**src/rtl/cpu_pkg.sv**
```systemverilog
// Shared types and constants for the 16-bit MIPS-style core.
// The fetch front end uses the opcode values, the word width and the queue entry layout.
package cpu_pkg;

    localparam int WORD_W = 16;

    localparam logic [3:0] OP_J   = 4'hF;
    localparam logic [3:0] OP_BNE = 4'hE;
    localparam logic [3:0] OP_LW  = 4'h8;

    typedef struct packed {
        logic [WORD_W-1:0] instr;
        logic [WORD_W-1:0] pc;
    } fetch_entry_t;

    typedef enum logic [1:0] {
        ST_IDLE = 2'd0,
        ST_RUN  = 2'd1,
        ST_HALT = 2'd2
    } fetch_state_t;

endpackage

```
**src/rtl/fetch_queue.sv**
```systemverilog
// Circular FIFO of fetched {instr, pc} entries between fetch and decode.
// Flush wins over push and pop. A full queue accepts a push when a pop happens in the same cycle.
module fetch_queue
    import cpu_pkg::*;
#(
    parameter int DEPTH = 2,
    localparam int PTR_W = (DEPTH > 1) ? $clog2(DEPTH) : 1,
    localparam int CNT_W = $clog2(DEPTH + 1)
) (
    input  logic             clk,
    input  logic             rst_n,
    input  logic             push,
    input  fetch_entry_t     push_data,
    input  logic             pop,
    input  logic             flush,
    output fetch_entry_t     head,
    output logic [CNT_W-1:0] count,
    output logic             full,
    output logic             empty
);

    localparam logic [PTR_W-1:0] LAST_PTR = PTR_W'(DEPTH - 1);
    localparam logic [CNT_W-1:0] FULL_CNT = CNT_W'(DEPTH);

    fetch_entry_t     mem [DEPTH];
    logic [PTR_W-1:0] head_ptr;
    logic [PTR_W-1:0] tail_ptr;
    logic             do_push;
    logic             do_pop;

    assign full    = (count == FULL_CNT);
    assign empty   = (count == '0);
    assign do_pop  = pop && !empty;
    assign do_push = push && (!full || do_pop);
    assign head    = mem[head_ptr];

    function automatic logic [PTR_W-1:0] next_ptr(input logic [PTR_W-1:0] ptr);
        return (ptr == LAST_PTR) ? '0 : ptr + 1'b1;
    endfunction

    always_ff @(posedge clk or negedge rst_n) begin
        if (!rst_n) begin
            head_ptr <= '0;
            tail_ptr <= '0;
            count    <= '0;
        end else if (flush) begin
            head_ptr <= '0;
            tail_ptr <= '0;
            count    <= '0;
        end else begin
            if (do_push) tail_ptr <= next_ptr(tail_ptr);
            if (do_pop)  head_ptr <= next_ptr(head_ptr);
            if (do_push && !do_pop)      count <= count + 1'b1;
            else if (do_pop && !do_push) count <= count - 1'b1;
        end
    end

    // Storage needs no reset: the top masks the head while the queue is empty.
    always_ff @(posedge clk) begin
        if (do_push && !flush) mem[tail_ptr] <= push_data;
    end

endmodule

```
**src/rtl/fetch_sequencer.sv**
```systemverilog
// Instruction-fetch controller: owns the PC, predecodes jumps and feeds decode through a small queue.
// Handshake: decode takes the head entry on a rising edge where if_valid and if_ready are both high.
module fetch_sequencer
    import cpu_pkg::*;
#(
    parameter int          DEPTH      = 2,
    parameter int          IMEM_DEPTH = 16,
    parameter logic [15:0] RESET_PC   = 16'h0000
) (
    input  logic        clk,
    input  logic        rst_n,
    input  logic        start,
    output logic [15:0] imem_addr,
    input  logic [15:0] imem_data,
    output logic        if_valid,
    input  logic        if_ready,
    output logic [15:0] if_instr,
    output logic [15:0] if_pc,
    input  logic        redir_valid,
    input  logic [15:0] redir_target,
    output logic        halted,
    output logic        fault,
    output logic [15:0] fetch_count
);

    localparam int CNT_W = $clog2(DEPTH + 1);

    fetch_state_t     state;
    fetch_state_t     state_n;
    logic [15:0]      pc;
    logic [15:0]      pc_n;
    logic             fault_n;
    logic             pop;
    logic             push;
    logic             in_range;
    logic             is_jump;
    logic [15:0]      jump_target;
    fetch_entry_t     q_head;
    fetch_entry_t     head_entry;
    fetch_entry_t     push_entry;
    logic [CNT_W-1:0] q_count;
    logic             q_full;
    logic             q_empty;

    assign pop         = if_valid && if_ready;
    assign in_range    = (32'(pc) < IMEM_DEPTH);
    assign is_jump     = (imem_data[15:12] == OP_J);
    assign jump_target = {pc[15:12], imem_data[11:0]};
    assign push        = (state == ST_RUN) && !redir_valid && in_range && (!q_full || pop);
    assign push_entry  = '{instr: imem_data, pc: pc};

    fetch_queue #(.DEPTH(DEPTH)) u_queue (
        .clk       (clk),
        .rst_n     (rst_n),
        .push      (push),
        .push_data (push_entry),
        .pop       (pop && !redir_valid),
        .flush     (redir_valid),
        .head      (q_head),
        .count     (q_count),
        .full      (q_full),
        .empty     (q_empty)
    );

    assign head_entry = q_empty ? '0 : q_head;
    assign if_valid   = (q_count != '0);
    assign if_instr   = head_entry.instr;
    assign if_pc      = head_entry.pc;
    assign imem_addr  = pc;
    assign halted     = (state == ST_HALT);

    always_ff @(posedge clk or negedge rst_n) begin
        if (!rst_n) begin
            state       <= ST_IDLE;
            pc          <= RESET_PC;
            fault       <= 1'b0;
            fetch_count <= '0;
        end else begin
            state <= state_n;
            pc    <= pc_n;
            fault <= fault_n;
            if (push && fetch_count != 16'hFFFF) fetch_count <= fetch_count + 1'b1;
        end
    end

    // A redirect overrides everything; otherwise a jump to itself parks the fetcher in HALT.
    always_comb begin
        state_n = state;
        pc_n    = pc;
        fault_n = fault;
        if (redir_valid) begin
            pc_n = redir_target;
            if (state == ST_HALT) state_n = ST_RUN;
        end else begin
            unique case (state)
                ST_IDLE: begin
                    if (start) state_n = ST_RUN;
                end
                ST_RUN: begin
                    if (!in_range) begin
                        fault_n = 1'b1;
                        state_n = ST_HALT;
                    end else if (push) begin
                        if (is_jump) begin
                            if (jump_target == pc) state_n = ST_HALT;
                            else                   pc_n    = jump_target;
                        end else begin
                            pc_n = pc + 16'd1;
                        end
                    end
                end
                ST_HALT: ;
                default: state_n = ST_IDLE;
            endcase
        end
    end

endmodule

```
**config.mk**
```make
export PLATFORM = sky130hd
export DESIGN_NAME = fetch_sequencer
export DESIGN_NICKNAME = d
export VERILOG_FILES = /design/src/rtl/cpu_pkg.sv /design/src/rtl/fetch_queue.sv /design/src/rtl/fetch_sequencer.sv
export SDC_FILE = /design/constraint.sdc
export NUM_CORES = 1
export LEC_CHECK = 0
export ABC_AREA = 1
export BUFFER_PORTS_ARGS = -buffer_cell sky130_fd_sc_hd__buf_2
export CAP_MARGIN = 0
export CORE_UTILIZATION = 34
export DETAILED_ROUTE_END_ITERATION = 10
export GPL_TIMING_DRIVEN = 0
export MAX_ROUTING_LAYER = met4
export PLACE_DENSITY = 0.66
export SLEW_MARGIN = 30
export SYNTH_ARGS = -nofsm -noshare
export SYNTH_HDL_FRONTEND = slang
export SYNTH_SLANG_ARGS = --single-unit
```
**constraint.sdc**
```tcl
create_clock -name clk -period 4.15 [get_ports clk]
set_input_delay 0.415 -clock clk [delete_from_list [all_inputs] [get_ports clk]]
set_output_delay 0.415 -clock clk [all_outputs]
set_load 0.01 [all_outputs]
```
==> results.md <==
* Final hold violations at 0
* Via/cell ratio at 4.760
* Worst-path clk slew at 0.07 ns
* Layout cell share with drive strength beyond 1 at 23.63%
* CTS sink count at ~100
* Crit path largest cell delay at 0.69 ns
* DRC errors left at 0
* Global-route wire length before repair at just under 20000 microns
* Setup crit end: if_pc[13]
* Root Driver: clkbuf_16
* Max FO, Critical Path at 10
* Top-area cell type share of the netlist area at 37.92%
* Synth cell count leaders: nand2_1, edfxtp_1, inv_1
* Syn nets at 595
* Post-CTS setup buffer count at 0
* Die W at about 120 microns
* Yosys cell types at 39
* Gr usage total at approximately 18%
* Cts repair resizes at 0
* Synth Area per Inst at around 9.1 sq um
* Area leader, netlist: edfxtp_1
* Critical Path Slowest Stage Cell: nor2_1
* Total number of vias at around 4100
* WS Path Type: flop to output pin
* Slew HR at approximately two fifths
* Synthesized area at about 5100 sq um
* Max-Cap Viols at 0
* RSZ-0062 raised after global routing: no
* Routed Antenna Nets at 0
* Pin count of the biggest net entering global routing at 40
* Seq/Total Area, Yosys at ~57%
* Clock skew at approximately 0.0080 ns
* Die area at 15400 sq um
* Worst Reg-to-Reg Cells at 6
* Cts hold-fix bufs at 0
* First-pass iteration count of the detailed router at 4
* Fmax at 368.6 MHz
* Final wirelength at 12580 microns
* WL/cell at 14.58 microns
* Critical path, cell by cell: nor2_1, clkbuf_1, a21oi_1, buf_2
* Nets at about 700
* Num rows at 44
* TritonCTS clock tree: yes
* Leak at 0.002779 uW
* Setup TNS at 0 ns
* Max VDD drop at 180.2 uV
* Final setup violation count at 0
* DIE HEIGHT at between 100 and 150 microns
* CTS Buf Count at 9
* Fin crit period at 2.713 ns
* Clock Latency Late Sink at 0.35 ns
* Post-synthesis cell count at roughly 560
* PD cells at 418.9 nW/um^2
* Area grow syn2layout at 21.85%
* Main synth FF type: edfxtp_1
* Initial Util at 34.87%
* Initial antenna violation count at 2
* I/O pins at 104
* GPL Wtd Cong at 0.8458
* Area contributors post-synth: edfxtp_1, dfrtp_1, nand2_1, inv_1, a21oi_1
* Startpoint Class: flop
* Core area at 14530 sq um
* Ys async rst share at a little under two fifths
* Clock Path Buffers at 2
* Reg2Reg Capture Point: u_queue.mem[0][31]
* PortBufs at 103
* Fill count at about 1500
* Crit. Startpoint: u_queue.count[1]
* Most common cell in the synthesized netlist: nand2_1
* Fin util at around 42%
* Worst-Margin Slew at 0.8753 ns
* Final period util at 65.38%
* CP endpoint kind: output pin
* Post-synthesis register bit count at 103
* Total grt overflow at 0
* Detailed Place HPWL at 9169 microns
* Htree depth at 3
* Min-Delay Path Class: primary input to async pin
* Fin. max-slew vios at 0
* Yosys Warn Count at 0
* CP required at 3.73 ns
* Status: completed
* Reg-to-Reg Start: imem_addr[6]
* Flop2flop setup slack at 1.97 ns
* Vias in the first global route at 3712
* Arr. time, crit path at between 2 and 2.5 ns
* EDFF count, synth at 64
* DRT iter0 DRCs at 256
[report_power, final]
part	leakage [uW]	switching, uW	total, uW	internal [uW]
combinational	0.00159	352	547	195
clock	0.000142	374	812	439
sequential	0.00105	81.9	1230	1150
total	0.00278	807	2590	1780
[routing by layer]
layer	vias up	share of wire, %	track usage (%)	wire (microns)
met5	-	0	-	0
met4	0	0.77	5.580	97
met3	7	6.3	4.258	798
met2	114	49	28.31	6164
met1	1901	44	21.62	5519
li1	2086	-	-	-
[critical path, delay by kind of cell (launching register included)]
kind	cells	cell delay (ns)
and+or+nand+nor	1	0.69
AOI/OAI and AO/OA	1	0.12
buffers and inverters	2	0.72
DFF	1	0.41
[cells in the final DEF (no fill, tap or decap), types with 4 or more instances in the layout]
cell and count:
buf_2 103, nand3_1 17, o21ai_2 12, edfxtp_1 64
o21ai_1 4, o211ai_1 6, nor2_1 27, xor2_1 12
nand4_1 10, o21ai_0 16, dfrtp_1 39, a21oi_1 34
clkbuf_1 11, nor3_1 10, inv_2 7, nand2_1 199
clkbuf_16 9, inv_1 50
[final cells by class]
cell class | count | area [sq um] | share of cell area (%)
Sequential cell | 103 | 2898 | 46.92
Multi-Input combinational cell | 380 | 1884 | 30.51
Timing Repair Buffer | 105 | 573.1 | 9.279
Clock buffer | 11 | 252.7 | 4.092
Tap cell | 184 | 230.2 | 3.728
Inverter | 58 | 217.7 | 3.525
Buffer | 15 | 83.83 | 1.357
Clock inverter | 5 | 31.28 | 0.5065
Antenna cell | 2 | 5.005 | 0.08104
[cells by family after synthesis]
| group | Yosys count | share of synthesized area (%) |
|---|---|---|
| simple gates | 283 | 24.22 |
| flops | 103 | 57.17 |
| compound gates | 80 | 9.578 |
| buf+inv | 73 | 5.949 |
| xor+xnor | 15 | 2.592 |
| fa+ha+maj | 2 | 0.4936 |
[flip-flops by register name, indices dropped and copies added (netlist names)]
register	flops
u_queue.head_ptr	1
u_queue.mem	64
fault	1
state	2
u_queue.count	2
fetch_count	16
imem_addr	16
u_queue.tail_ptr	1
[worst min-delay path by stage]
stage	from	endpoint	cells past startpoint
2_1_floorplan	rst_n	fault	0
3_3_place_gp	fault	fault	1
3_5_place_dp	rst_n	fetch_count[4]	1
4_1_cts	rst_n	fetch_count[5]	1
5_1_grt	rst_n	fetch_count[1]	1
6_report	rst_n	fetch_count[5]	1
[metrics by stage]
stage / area (sq um) / power, uW / hold slack, ns / worst slack (ns) / instances
after floorplan: 5069 / 1570 / 0.1194 / 1.330 / 556
after global placement: 5814 / 1794 / 0.4366 / 0.3556 / 843
after detailed placement: 5887 / 1801 / 0.4439 / 1.811 / 845
after CTS: 6171 / 2617 / 0.05867 / 1.429 / 861
after global routing: 6176 / 2728 / 0.08462 / 1.317 / 863
final: 6176 / 2587 / 0.03902 / 1.437 / 863
Note: power is estimated with default switching activity, not from simulation.
